<file path="src/rtl/booth_r4_seq_mult.sv">
// Sequential radix-4 Booth multiplier, one digit per cycle, valid/ready at both ends.
// Optional BOOTH_EARLY_TERM_EN: finish as soon as the remaining multiplier bits are all-0 or all-1.
module booth_r4_seq_mult #(
  parameter int WIDTH = 16
) (
  input  logic               clk,
  input  logic               rst_n,
  input  logic               in_valid,
  output logic               in_ready,
  input  logic [WIDTH-1:0]   a,
  input  logic [WIDTH-1:0]   b,
  input  logic               signed_mode,
  output logic               out_valid,
  input  logic               out_ready,
  output logic [2*WIDTH-1:0] product,
  output logic               busy
);

  localparam int EW = WIDTH + 2;
  localparam int AW = 2 * WIDTH + 4;
  localparam int D  = WIDTH / 2 + 1;
  localparam int CW = $clog2(D + 1);

  if ((WIDTH % 2) != 0 || WIDTH < 4) begin : g_bad_width
    $fatal(1, "booth_r4_seq_mult: WIDTH must be even and >= 4");
  end

  typedef enum logic [1:0] {
    IDLE,
    CALC,
    DONE
  } state_t;

  state_t         state;
  logic [AW-1:0]  acc;
  logic [AW-1:0]  ash;
  logic [EW:0]    mreg;
  logic [CW-1:0]  cnt;

  logic [EW-1:0]  a_ext;
  logic [EW-1:0]  b_ext;
  logic           neg;
  logic           one;
  logic           two;
  logic [AW-1:0]  sel;
  logic [AW-1:0]  pp;
  logic           early;
  logic           finish;
  logic [AW-1:0]  fin_acc;

  // operand extension and Booth digit / partial product for current window
  always_comb begin
    a_ext   = signed_mode ? {{2{a[WIDTH-1]}}, a} : {2'b00, a};
    b_ext   = signed_mode ? {{2{b[WIDTH-1]}}, b} : {2'b00, b};
    neg     = mreg[2];
    one     = mreg[1] ^ mreg[0];
    two     = ~(one | ~(mreg[2] ^ mreg[1]));
    sel     = one ? ash : (two ? {ash[AW-2:0], 1'b0} : '0);
    pp      = neg ? (~sel + 1'b1) : sel;
    early   = 1'b0;
`ifdef BOOTH_EARLY_TERM_EN
    early   = (mreg == '0) || (&mreg);
`endif
    finish  = early || (cnt == CW'(D - 1));
    fin_acc = early ? acc : (acc + pp);
  end

  // control FSM with registered handshake outputs and datapath registers
  always_ff @(posedge clk or negedge rst_n) begin
    if (!rst_n) begin
      state     <= IDLE;
      in_ready  <= 1'b1;
      out_valid <= 1'b0;
      busy      <= 1'b0;
      product   <= '0;
      acc       <= '0;
      ash       <= '0;
      mreg      <= '0;
      cnt       <= '0;
    end else begin
      unique case (state)
        IDLE: begin
          if (in_valid) begin
            ash      <= {{(AW-EW){a_ext[EW-1]}}, a_ext};
            mreg     <= {b_ext, 1'b0};
            acc      <= '0;
            cnt      <= '0;
            state    <= CALC;
            in_ready <= 1'b0;
            busy     <= 1'b1;
          end
        end
        CALC: begin
          acc  <= fin_acc;
          ash  <= {ash[AW-3:0], 2'b00};
          mreg <= {{2{mreg[EW]}}, mreg[EW:2]};
          cnt  <= cnt + 1'b1;
          if (finish) begin
            state     <= DONE;
            busy      <= 1'b0;
            out_valid <= 1'b1;
            product   <= fin_acc[2*WIDTH-1:0];
          end
        end
        DONE: begin
          if (out_ready) begin
            state     <= IDLE;
            out_valid <= 1'b0;
            in_ready  <= 1'b1;
          end
        end
        default: begin
          state <= IDLE;
        end
      endcase
    end
  end

endmodule

</file>
<file path="config.mk">
export PLATFORM = sky130hd
export DESIGN_NAME = booth_r4_seq_mult
export DESIGN_NICKNAME = d
export VERILOG_FILES = /design/src/rtl/booth_r4_seq_mult.sv
export SDC_FILE = /design/constraint.sdc
export NUM_CORES = 1
export LEC_CHECK = 0
export ABC_AREA = 1
export CAP_MARGIN = 10
export CORE_ASPECT_RATIO = 0.5
export CORE_UTILIZATION = 59
export DETAILED_ROUTE_END_ITERATION = 10
export HOLD_SLACK_MARGIN = 0.03
export PLACE_DENSITY_LB_ADDON = 0.05
export SETUP_SLACK_MARGIN = 0.02
export SKIP_LAST_GASP = 1
export SYNTH_ARGS = -nofsm -noshare
export SYNTH_HDL_FRONTEND = slang
export SYNTH_SLANG_ARGS = --single-unit
export TNS_END_PERCENT = 10
</file>
<file path="constraint.sdc">
create_clock -name clk -period 3.9 [get_ports clk]
set_input_delay 0.975 -clock clk [delete_from_list [all_inputs] [get_ports clk]]
set_output_delay 0.975 -clock clk [all_outputs]
set_load 0.1 [all_outputs]
</file>
* Yosys cells after proc, flatten, opt, wreduce, memory -nomap -nowiden *
Index checks and enable logic that the tools add are counted.

word-level totals
  bits in registers = 132
  latch bits = 0
  bits in writable memories = 0
  memory bits (read-only) = 0
  input bits = 37
  output and inout port bits = 35
  word-level logic and storage cells = 62
  memories kept = 0

cells by class
  $add $sub $neg = 3
  multiply operators = 0
  divide/modulo/power cells = 0
  $lt $le $gt $ge = 0
  equal/unequal tests = 6
  shift operators = 0
  mux-type cells = 26
  bitwise operators = 6
  reductions and logical operators = 11

operators with widths
  cell                   count
  $mux 36                5
  $pmux 36 s2            2
  $pmux 19 s2            1
  $add 36x1->36 const B  1
  $add 36x36->36         1
  $mux 18                2
  $not 36->36            1
  $mux 19                1
  $reduce_and 3->1       5
  $pmux 4 s2             1
  $mux 1                 6
  $mux 2                 3
  $ne 2x2->1 const B     3
  $pmux 1 s2             3
  $pmux 2 s3             1
  $reduce_bool 2->1      3
  $add 4x1->4 const B    1
  $eq 4x4->1 const B     1
  $mux 4                 1
  $reduce_and 2->1       2
  $eq 2x1->1 const B     1
  $eq 2x2->1 const B     1
  $logic_not 2->1        1
  $not 1->1              2
  2 further kinds        3

* Longest topological paths before layout *
  depth in word-level cells = 10
  gate-level depth with buffers = 30

* Worst setup path after synthesis *
OpenSTA, ideal clock, no wires.

  path type = register to register
  from = register mreg[2]
  to = register product[23]
  setup time = 0.120 ns
  data arrival time = 3.306 ns
  required time = 3.780 ns
  setup slack = 0.474 ns
  stages on the path, launching flop included = 24
  path buffers = 1
  period minus slack after synthesis = 3.426 ns
  path through = dfrtp_1 -> inv_2 -> nand2_2 -> buf_6 -> nand3_1 -> nand2_2 -> inv_1 -> ha_1 -> inv_1 -> nor2_2 -> nand3_2 -> or2_4 -> o21ai_1 -> xor2_1 -> ha_1 -> a21oi_1 -> o21ai_0 -> a21oi_1 -> o21ai_0 -> nand2_1 -> nand2_1 -> or2_2 -> nand3_1 -> nand2_1

on the way
  word-level cells in the longest chain between the ends = 9

ends and longest elaborated chain
  what                      line  text
  start: declaration        37    logic [EW:0] mreg;
  start signal: assignment  85    mreg <= {b_ext, 1'b0};
  start signal: assignment  96    mreg <= {{2{mreg[EW]}}, mreg[EW:2]};
  $xor 1x1->1               57    two = ~(one | ~(mreg[2] ^ mreg[1]));
  $not 1->1                 57
  $or 1x1->1                57
  $mux 36 (2 in a row)      58    sel = one ? ash : (two ? {ash[AW-2:0], 1'b0} : '0);
  $not 36->36               59    pp = neg ? (~sel + 1'b1) : sel;
  $add 36x1->36             59
  $mux 36 (*)               59
  $add 36x36->36 (*)        65    fin_acc = early ? acc : (acc + pp);
  end signal: assignment    102   product <= fin_acc[2*WIDTH-1:0];
  end: declaration          15    output logic [2*WIDTH-1:0] product,

Every way passes the cells marked *; elsewhere a longest branch is shown, timed or not.
A chain may end at the register's enable or synchronous reset.

* Final worst setup path *
  from = register mreg[0]
  to = register product[20]

on the way
  word-level cells in the longest chain between the ends = 8

ends and longest elaborated chain
  what                line  text
  $xor 1x1->1 (*)     56    one = mreg[1] ^ mreg[0];
  $or 1x1->1          57
  $mux 36             58
  $mux 36 (*)         58
  $not 36->36         59
  $add 36x1->36       59
  $mux 36 (*)         59
  $add 36x36->36 (*)  65

Marked as above.

==> metrics <==
status=finished, final reports clean; top cells by area, synth=dfrtp_1 37%, nand2_1 13%, ha_1 6.4%, inv_1 5.3%, o21ai_0 5.3%; RSZ-0062 raised after global routing=yes; pre-CTS WS=0.0250 ns; Slew Limit Fails=0; FP Rows=30; post-synth cell types=51; Iteration-0 DRC Markers=593; f_max=268 MHz; crit path max fanout=20; cts hold-fix bufs=0; initial core utilization=0.607; core area=13600 um2; post-synth top area cell=dfrtp_1; Num CTS Buffers=17; Antenna Violating Nets Remaining=0; Main synth FF type=dfrtp_1; clock-pin slew on the worst setup and hold paths=0.07 ns; setup ws final=0.175 ns; PortBufs=71; die width=169 um; share of cells above drive strength 1=0.170; clock tree buffer depth=2; setup TNS=0 ns; crit start category=flop; Mapped Cells=1111; RePlAce Congestion=0.982; die height=85.7 um; Final min period=3.72 ns; DRC=0; Clock Latency Late Sink=0.42 ns; Yosys top cell area share=0.372; type of the most critical hold path=reg -> reg; diodes inserted=0; Final nets=1275; CTS tree=built; maxcap violations=0; Fin. Hold Viols=0; Post-Synthesis Cell Area=8270 um2; R2R Setup Slk=0.18 ns; clk sinks=124; # setup viols final=0; Crit path arrival time=4.02 ns; clk root buf=clkbuf_16; Area Overhead vs Synth=24.9%; Crit Path Class=reg -> reg; Yosys warning total=0; slew margin rel.=0.326; GRT Util Overall=0.321; first-pass GRT wire length=36.2 mm; WL final=22.9 mm; Worst EP required=4.19 ns; Synth Net Count=1191; Slew @ Worst Pin=1.01 ns; die area=14500 um2; vias per std cell=5.65; Min Hold Slack=0.470 ns; IO Count=72; routed len/inst=16.4 um; dpl cells=1357; sequential area share after synthesis=0.376; fillers=1033; Overflow after GRT=0; DR pass1 iterations=5; clock skew=0.0173 ns; crit end category=flop; Post-synth ARST share=1.00; final HPWL from detailed placement=16.4 mm; vias in the first global route=7115; initial antenna violation count=0; fin cells=1400; H-tree Lvls=4; mean post-synth cell area=7.44 um2; routed via count=7909; pin count of the biggest net entering global routing=78; synthesized flop and latch total=124; EDFF count, synth=0; Final Cycle Share=0.955
## final timing paths
path                       startpoint           to  cells after the start
hold / removal               in_ready     in_ready                      2
max in group asynchronous       rst_n     in_ready                      2
hold reg to reg              in_ready     in_ready                      2
setup / recovery              mreg[0]  product[20]                     22
setup reg to reg              mreg[0]  product[20]                     22
min in group asynchronous       rst_n  product[14]                      1
## layout by cell type, fill, tap and decap left out, drive strengths merged, types with 2 or more instances in the layout
cell | synthesis | routed
or2 | 9 | 9
buf | 10 | 37
o21ai | 103 | 103
clkdlybuf4s50 | 0 | 69
a21oi | 73 | 73
o221ai | 9 | 9
o21bai | 6 | 6
xnor2 | 13 | 13
o211ai | 5 | 5
o22ai | 11 | 11
nand3 | 79 | 79
nand2 | 300 | 300
xor2 | 30 | 30
nand3b | 4 | 4
a22oi | 6 | 6
nor2 | 94 | 94
a21boi | 3 | 3
nand4 | 5 | 5
o21a | 4 | 4
nor3 | 12 | 12
clkinvlp | 0 | 2
a31oi | 4 | 4
dfrtp | 123 | 123
clkbuf | 31 | 17
o31ai | 3 | 3
ha | 42 | 42
inv | 120 | 131
a21o | 4 | 4
## registers in the layout, indices dropped and copies added (netlist names)
| name | flops |
|---|---|
| acc | 32 |
| ash | 32 |
| product | 32 |
| mreg | 19 |
| cnt | 4 |
| state | 2 |
| busy | 1 |
| in_ready | 1 |
| out_valid | 1 |
## critical path, stage by stage (launching register included)
cell	delay (ns)
dfrtp_2	0.45
nand2_2	0.10
nand2_2	0.07
buf_12	0.15
nand2_2	0.09
buf_6	0.11
o21ai_2	0.08
nor2_1	0.09
nand2_1	0.08
nor2_4	0.16
nand3_4	0.12
o31ai_4	0.30
xor2_2	0.09
buf_4	0.17
ha_1	0.35
a21oi_2	0.19
o31a_1	0.21
o21ai_2	0.10
a21oi_2	0.11
nand2_1	0.11
or2_2	0.29
nand3_1	0.10
o21ai_0	0.08
## metal layers
layer  up-vias  track usage  wire length (um)
li1       3818            -                 -
met1      3711        0.480             10900
met2       346        0.483             10100
met3        34       0.0595              1700
met4         0       0.0647               279
met5         -            0                 0
## layout make-up
| type | count | area [um2] | share of cell area |
|---|---|---|---|
| Clock buffer | 17 | 425 | 0.0412 |
| Multi-Input combinational cell | 826 | 4900 | 0.475 |
| Inverter | 120 | 450 | 0.0436 |
| Tap cell | 192 | 240 | 0.0233 |
| Sequential cell | 124 | 3110 | 0.301 |
| Timing Repair Buffer | 106 | 1030 | 0.0999 |
| Clock inverter | 15 | 165 | 0.0160 |
## Yosys cell counts (4+ instances only)
cell type	instances
o21a_1	4
nand2_2	21
o21ai_1	9
nor2_4	4
nand3_1	74
xor2_1	30
o221ai_1	9
a21o_1	4
nand4_1	4
o21bai_1	6
nand2_1	277
nor3_1	11
clkbuf_1	31
xnor2_1	13
nor2_1	82
dfrtp_1	123
inv_1	117
ha_1	42
a31oi_1	4
o21ai_2	7
a21oi_1	73
nand3b_1	4
or2_2	8
nor2_2	8
o21ai_0	87
o22ai_1	10
a22oi_1	6
nand3_2	5
o211ai_1	5
## kinds of logic (layout without fill, tap and decap cells)
| group | Yosys count | after routing | synth area share |
|---|---|---|---|
| xor+xnor | 43 | 43 | 0.0456 |
| mux | 1 | 1 | 0.00121 |
| flops | 124 | 124 | 0.376 |
| simple gates | 504 | 504 | 0.268 |
| fa+ha+maj | 43 | 43 | 0.0660 |
| compound gates | 235 | 235 | 0.166 |
| buf+inv | 161 | 258 | 0.0776 |
## repair_timing
action                                  CTS  global route
endpoints found under the setup margin    3            33
setup buffers                             0            10
pin swaps                                 0            33
resized for setup                         1            96
cloned                                    0             1
## through the flow
step / cell area [um2] / utilization
floorplan: 8270 / -
global placement: 9250 / 0.679
detailed placement: 9250 / 0.679
CTS: 9850 / 0.723
global route: 10300 / 0.758
finish: 10300 / 0.758
Power is left out: the tool's default activity adds up to more than one toggle a clock period on the data nets, which glitch-free logic cannot reach.
